File: config.mk
export PLATFORM = sky130hd
export DESIGN_NAME = store_trace_fifo
export DESIGN_NICKNAME = d
export VERILOG_FILES = /design/src/rtl/store_trace_pkg.sv /design/src/rtl/trace_fifo_mem.sv /design/src/rtl/store_trace_fifo.sv
export SDC_FILE = /design/constraint.sdc
export NUM_CORES = 1
export LEC_CHECK = 0
export CAP_MARGIN = 10
export CORE_UTILIZATION = 30
export CTS_CLUSTER_SIZE = 20
export DETAILED_ROUTE_END_ITERATION = 8
export GPL_TIMING_DRIVEN = 0
export PLACE_DENSITY_LB_ADDON = 0.05
export RECOVER_POWER = 100
export REMOVE_ABC_BUFFERS = 1
export SKIP_CTS_REPAIR_TIMING = 1
export SYNTH_ARGS = -nofsm -noshare
export SYNTH_HDL_FRONTEND = slang
export SYNTH_SLANG_ARGS = --single-unit
File: constraint.sdc
create_clock -name clk -period 7.86 [get_ports clk]
set_input_delay 1.572 -clock clk [delete_from_list [all_inputs] [get_ports clk]]
set_output_delay 1.572 -clock clk [all_outputs]
set_load 0.05 [all_outputs]
File: src/rtl/store_trace_pkg.sv
// Shared types and default widths for the store trace capture FIFO.
// STORE_TRACE_TIMESTAMP_EN adds a per-entry capture timestamp.
package store_trace_pkg;

    localparam int unsigned ADDR_W_DEF = 10;
    localparam int unsigned DATA_W_DEF = 32;
    localparam int unsigned CNT_W_DEF  = 16;
    localparam int unsigned DEPTH_DEF  = 8;
    localparam int unsigned PTR_W      = $clog2(DEPTH_DEF);

    typedef struct packed {
        logic [ADDR_W_DEF-1:0] addr;
        logic [DATA_W_DEF-1:0] data;
`ifdef STORE_TRACE_TIMESTAMP_EN
        logic [CNT_W_DEF-1:0]  ts;
`endif
    } trace_entry_t;

    // Flattened entry width: {addr, data[, ts]}.
    function automatic int unsigned entry_w(int unsigned aw, int unsigned dw, int unsigned tw);
        return aw + dw + tw;
    endfunction

endpackage

File: src/rtl/trace_fifo_mem.sv
// DEPTH x WIDTH register array for the store trace FIFO.
// Synchronous write at i_waddr, asynchronous read at i_raddr.
module trace_fifo_mem
    import store_trace_pkg::*;
#(
    parameter int unsigned DEPTH = DEPTH_DEF,
    parameter int unsigned WIDTH = 42
) (
    input  logic                     clk,
    input  logic                     i_we,
    input  logic [$clog2(DEPTH)-1:0] i_waddr,
    input  logic [WIDTH-1:0]         i_wdata,
    input  logic [$clog2(DEPTH)-1:0] i_raddr,
    output logic [WIDTH-1:0]         o_rdata
);

    logic [WIDTH-1:0] r_mem [DEPTH];

    always_ff @(posedge clk) begin
        if (i_we) begin
            r_mem[i_waddr] <= i_wdata;
        end
    end

    assign o_rdata = r_mem[i_raddr];

endmodule

File: src/rtl/store_trace_fifo.sv
// Passive store-bus capture FIFO with a registered show-ahead valid/ready output.
// Define STORE_TRACE_TIMESTAMP_EN to add the cycle counter and the out_ts port.
module store_trace_fifo
    import store_trace_pkg::*;
#(
    parameter int unsigned ADDR_W = ADDR_W_DEF,
    parameter int unsigned DATA_W = DATA_W_DEF,
    parameter int unsigned DEPTH  = DEPTH_DEF,
    parameter int unsigned CNT_W  = CNT_W_DEF
) (
    input  logic                     clk,
    input  logic                     rst,
    input  logic                     flush,
    input  logic                     memwr,
    input  logic [ADDR_W-1:0]        addr,
    input  logic [DATA_W-1:0]        write_data,
    output logic                     out_valid,
    input  logic                     out_ready,
    output logic [ADDR_W-1:0]        out_addr,
    output logic [DATA_W-1:0]        out_data,
`ifdef STORE_TRACE_TIMESTAMP_EN
    output logic [CNT_W-1:0]         out_ts,
`endif
    output logic [$clog2(DEPTH):0]   count,
    output logic                     overflow,
    output logic [CNT_W-1:0]         drop_cnt
);

    localparam int unsigned PW = $clog2(DEPTH);
`ifdef STORE_TRACE_TIMESTAMP_EN
    localparam int unsigned TS_W = CNT_W;
`else
    localparam int unsigned TS_W = 0;
`endif
    localparam int unsigned EW       = entry_w(ADDR_W, DATA_W, TS_W);
    localparam logic [PW:0] FULL_CNT = (PW+1)'(DEPTH);

    logic [PW-1:0]    r_wr_ptr, r_rd_ptr, w_rd_ptr_d;
    logic [PW:0]      r_count, w_count_d, w_remain;
    logic             r_valid, r_overflow;
    logic [CNT_W-1:0] r_drop_cnt;
    logic [EW-1:0]    r_head, w_head_d, w_wentry, w_rentry;
    logic             w_pop, w_full, w_accept, w_drop, w_bypass;

`ifdef STORE_TRACE_TIMESTAMP_EN
    logic [CNT_W-1:0] r_ts;

    // Free-running; keeps counting through flush.
    always_ff @(posedge clk or negedge rst) begin
        if (!rst) begin
            r_ts <= '0;
        end else begin
            r_ts <= r_ts + CNT_W'(1);
        end
    end

    assign w_wentry = {addr, write_data, r_ts};
    assign out_ts   = r_head[CNT_W-1:0];
`else
    assign w_wentry = {addr, write_data};
`endif

    always_comb begin
        w_full     = (r_count == FULL_CNT);
        w_pop      = r_valid & out_ready;
        w_accept   = memwr & (~w_full | w_pop);
        w_drop     = memwr & w_full & ~w_pop;
        w_count_d  = r_count + (PW+1)'(w_accept) - (PW+1)'(w_pop);
        w_rd_ptr_d = r_rd_ptr + PW'(w_pop);
        w_remain   = r_count - (PW+1)'(w_pop);
        // New store lands in the slot that becomes the head: forward it into the head register.
        w_bypass   = w_accept && (w_remain == '0);
        w_head_d   = r_head;
        if (w_bypass) begin
            w_head_d = w_wentry;
        end else if (w_count_d != '0) begin
            w_head_d = w_rentry;
        end
    end

    trace_fifo_mem #(
        .DEPTH (DEPTH),
        .WIDTH (EW)
    ) u_mem (
        .clk     (clk),
        .i_we    (w_accept & ~flush),
        .i_waddr (r_wr_ptr),
        .i_wdata (w_wentry),
        .i_raddr (w_rd_ptr_d),
        .o_rdata (w_rentry)
    );

    always_ff @(posedge clk or negedge rst) begin
        if (!rst) begin
            r_wr_ptr   <= '0;
            r_rd_ptr   <= '0;
            r_count    <= '0;
            r_valid    <= 1'b0;
            r_head     <= '0;
            r_overflow <= 1'b0;
            r_drop_cnt <= '0;
        end else if (flush) begin
            r_wr_ptr   <= '0;
            r_rd_ptr   <= '0;
            r_count    <= '0;
            r_valid    <= 1'b0;
            r_overflow <= 1'b0;
            r_drop_cnt <= '0;
        end else begin
            r_wr_ptr <= r_wr_ptr + PW'(w_accept);
            r_rd_ptr <= w_rd_ptr_d;
            r_count  <= w_count_d;
            r_valid  <= (w_count_d != '0);
            r_head   <= w_head_d;
            if (w_drop) begin
                r_overflow <= 1'b1;
                if (r_drop_cnt != '1) begin
                    r_drop_cnt <= r_drop_cnt + CNT_W'(1);
                end
            end
        end
    end

    assign out_valid = r_valid;
    assign out_addr  = r_head[EW-1 -: ADDR_W];
    assign out_data  = r_head[EW-ADDR_W-1 -: DATA_W];
    assign count     = r_count;
    assign overflow  = r_overflow;
    assign drop_cnt  = r_drop_cnt;

endmodule

==> summary.md <==
| Metric | Value |
|---|---|
| Status | `complete, but fails checks` |
| Failing checks | `capacitance limit, slew limit` |
| Max_cap viols | `12` |
| Sequential fraction of the synthesis area | `0.7112` |
| Yosys warning total | `0` |
| Port buffer count | `110` |
| Routed WL | `41.67 mm` |
| Fmax | `159.5 MHz` |
| Layout cell share with drive strength beyond 1 | `0.1535` |
| Slew headroom | `-0.7111` |
| Number of synthesized flops with an enable pin | `336` |
| Root Buffer | `clkbuf_16` |
| Die area | `56,440 um^2` |
| Clock Skew | `0.01927 ns` |
| Slowest stage cell, crit path | `mux2i_1` |
| Most frequent cells in the layout | `edfxtp_1 (336), dlygate4sd3_1 (107), mux4_2 (84)` |
| TritonCTS clock tree | `done` |
| Detail Placement HPWL | `24.55 mm` |
| Leakage | `6.670 nW` |
| Die X | `237.6 um` |
| Pwr Total | `7.184 mW` |
| Final hold violation count | `0` |
| Largest net degree at the start of global routing | `128` |
| Top Ports | `111` |
| Most common cell after layout, fill and taps aside | `edfxtp_1` |
| HP Class | `reg2reg` |
| Initial Util | `0.3064` |
| Max Slew Vio Count | `257` |
| Pwr per Cell Area | `352.5 nW/um^2` |
| Crit share post-route | `0.7976` |
| Setup CP Type | `in2reg` |
| NumNets Final | `1,135` |
| Synth Flop Type | `edfxtp_1` |
| Seq cells post-synth | `406` |
| Sink Count | `406` |
| Antenna-violating nets left | `0` |
| WP data arrival | `6.70 ns` |
| Placed cell areas | `19,270 um^2` |
| Syn Area/Cell | `17.71 um^2` |
| CP most frequent cell | `ha_1` |
| CP required | `8.29 ns` |
| Gpl congestion | `0.7213` |
| FILL cells | `5,015` |
| Worst-case clock buffer depth | `3` |
| Delay-heaviest family, CP | `multiplexers` |
| GRT Util Overall | `0.1510` |
| Worst Path Buf+Inv | `4` |
| DR vias/cell | `4.891` |
| Vias in the first global route | `9,482` |
| Rows | `85` |
| Crit path largest cell delay | `1.42 ns` |
| Later-pin clock latency in the skew report | `0.58 ns` |
| Area occupied by multi-input gates | `4461 um^2` |
| Post-route cell area | `20,380 um^2` |
| Crit path cell chain | `dlygate4sd3_1, and2_0, or2_0, o21ai_0, ha_1, inv_1, ha_1, fa_1, nor2_1, nand3_1, mux2i_1, buf_16, buf_12, or4_1, nand4_1` |
| Detailed-route wire length per cell | `22.46 um` |
| Setup crit start kind | `input port` |
| DRT Pass-1 Iters | `5` |
| Die span in y | `237.6 um` |
| Unrepaired setup endpoints after global routing | `no` |
| Post-Syn Area | `16,650 um^2` |
| DRC violations left | `0` |
| Crit. End Element | `register` |
| Final setup violation count | `0` |
| Worst-margin pin slew | `2.567 ns` |
| Post-layout util | `0.3750` |
| H-tree Lvls | `2` |
| Area delta synth->final | `22.40%` |
| First-pass GRT wire length | `63.07 mm` |
| Post-Synthesis Cells | `940` |
| FFs w/ async S/R, synth | `0.1724` |
| Tmin final | `6.269 ns` |
| CORE AREA | `54,350 um^2` |
| CP Max Fanout | `25` |
| Distinct cell type count after synthesis | `42` |
| DR vias | `9,073` |
| Max VDD drop | `0.0001741 V` |
| Worst-path clk slew | `0.06 ns` |
| Initial detailed-routing violation count | `546` |
| Reg area | `11,840 um^2` |
| Grt total ovfl | `0` |
| CTS buffer count | `47` |
| Antenna violations before repair | `4` |
logic make-up (layout without fill, tap and decap cells):
| logic type | Yosys count | after routing | synth area share |
|---|---|---|---|
| muxes | 129 | 129 | 0.1408 |
| and+or+nand+nor | 287 | 287 | 0.1014 |
| xor gates and xnor gates | 11 | 11 | 0.006237 |
| other | 0 | 2 | 0 |
| DFF | 406 | 406 | 0.7112 |
| adders and majority gates | 13 | 13 | 0.01022 |
| buffers and inverters | 70 | 244 | 0.02112 |
| AOI/OAI and AO/OA | 24 | 24 | 0.009093 |
power by group:
| group | internal, mW | switching, mW | leakage (nW) | total (mW) |
|---|---|---|---|---|
| clock network | 1.33 | 0.874 | 0.754 | 2.20 |
| logic | 0.938 | 1.40 | 1.99 | 2.33 |
| registers | 2.53 | 0.118 | 3.93 | 2.65 |
| total | 4.80 | 2.39 | 6.67 | 7.18 |
layer usage:
metal  global-route usage  vias to the layer above  wire (um)
met5                    0                        -         26
met4              0.05103                        4        875
met3              0.02520                       64       1642
met2               0.2333                      188      19160
met1               0.2155                     4741      19960
li1                     -                     4076          -
synthesized netlist by cell type (all sizes together) (2+ instances only):
cell	instances	area share
nand4	45	0.017
nand3b	43	0.019
nand2b	4	0.0015
and4	3	0.0016
mux2i	44	0.026
nand2	47	0.011
nand3	50	0.015
nor2b	9	0.0034
nor3	6	0.0021
xor2	7	0.0041
nor2	22	0.0050
xnor2	4	0.0021
ha	12	0.0090
clkbuf	33	0.0074
buf	29	0.012
edfxtp	336	0.61
a41oi	2	0.0011
or4	42	0.019
a21oi	8	0.0024
or3	7	0.0026
mux4	84	0.11
o211ai	3	0.0014
inv	8	0.0018
and3	4	0.0018
o21ai	8	0.0024
dfrtp	70	0.11
registers in the layout, summed over array words and instances, names as in the netlist:
| signal | flops |
|---|---|
| count | 4 |
| drop_cnt | 16 |
| out_valid | 1 |
| overflow | 1 |
| r_head | 42 |
| r_rd_ptr | 3 |
| r_wr_ptr | 3 |
| u_mem.r_mem | 336 |
worst min-delay path, stage by stage (launching register included):
cell,delay [ns]
dfrtp_1,0.34
nor2_1,0.05
nor2_1,0.07
final timing paths:
| kind | start | end | slack (ns) | cells past startpoint |
|---|---|---|---|---|
| worst min-delay path | overflow | overflow | 0.50 | 2 |
| min in group asynchronous | rst | r_head[23] | 1.80 | 1 |
| worst min register to register | overflow | overflow | 0.50 | 2 |
| worst max-delay path | out_ready | r_head[18] | 1.59 | 15 |
| worst max register to register | count[2] | r_head[18] | 2.71 | 16 |
| max in group asynchronous | rst | r_head[39] | 2.77 | 2 |
area by class of cell:
cell class / instances / area share
Tap cell: 739 / 0.04537
Multi-Input combinational cell: 464 / 0.2189
Clock inverter: 23 / 0.01332
Antenna cell: 2 / 0.0002456
Timing Repair Buffer: 148 / 0.07717
Clock buffer: 65 / 0.06250
Inverter: 8 / 0.001473
Sequential cell: 406 / 0.5810
stage by stage:
| stage | instances | hold WS [ns] | setup slack, ns | setup TNS (ns) |
|---|---|---|---|---|
| final | 1855 | 0.4980 | 1.591 | 0 |
| after global placement | 1727 | 0.4819 | -6.436 | -1619.04 |
| after detailed placement | 1765 | 0.4961 | 1.928 | 0 |
| after global routing | 1854 | 0.5269 | 1.171 | 0 |
| after floorplan | 878 | 0.5818 | 1.092 | 0 |
| after CTS | 1853 | 0.5114 | 2.532 | 0 |
No activity file was read; power rests on OpenSTA's default activity.
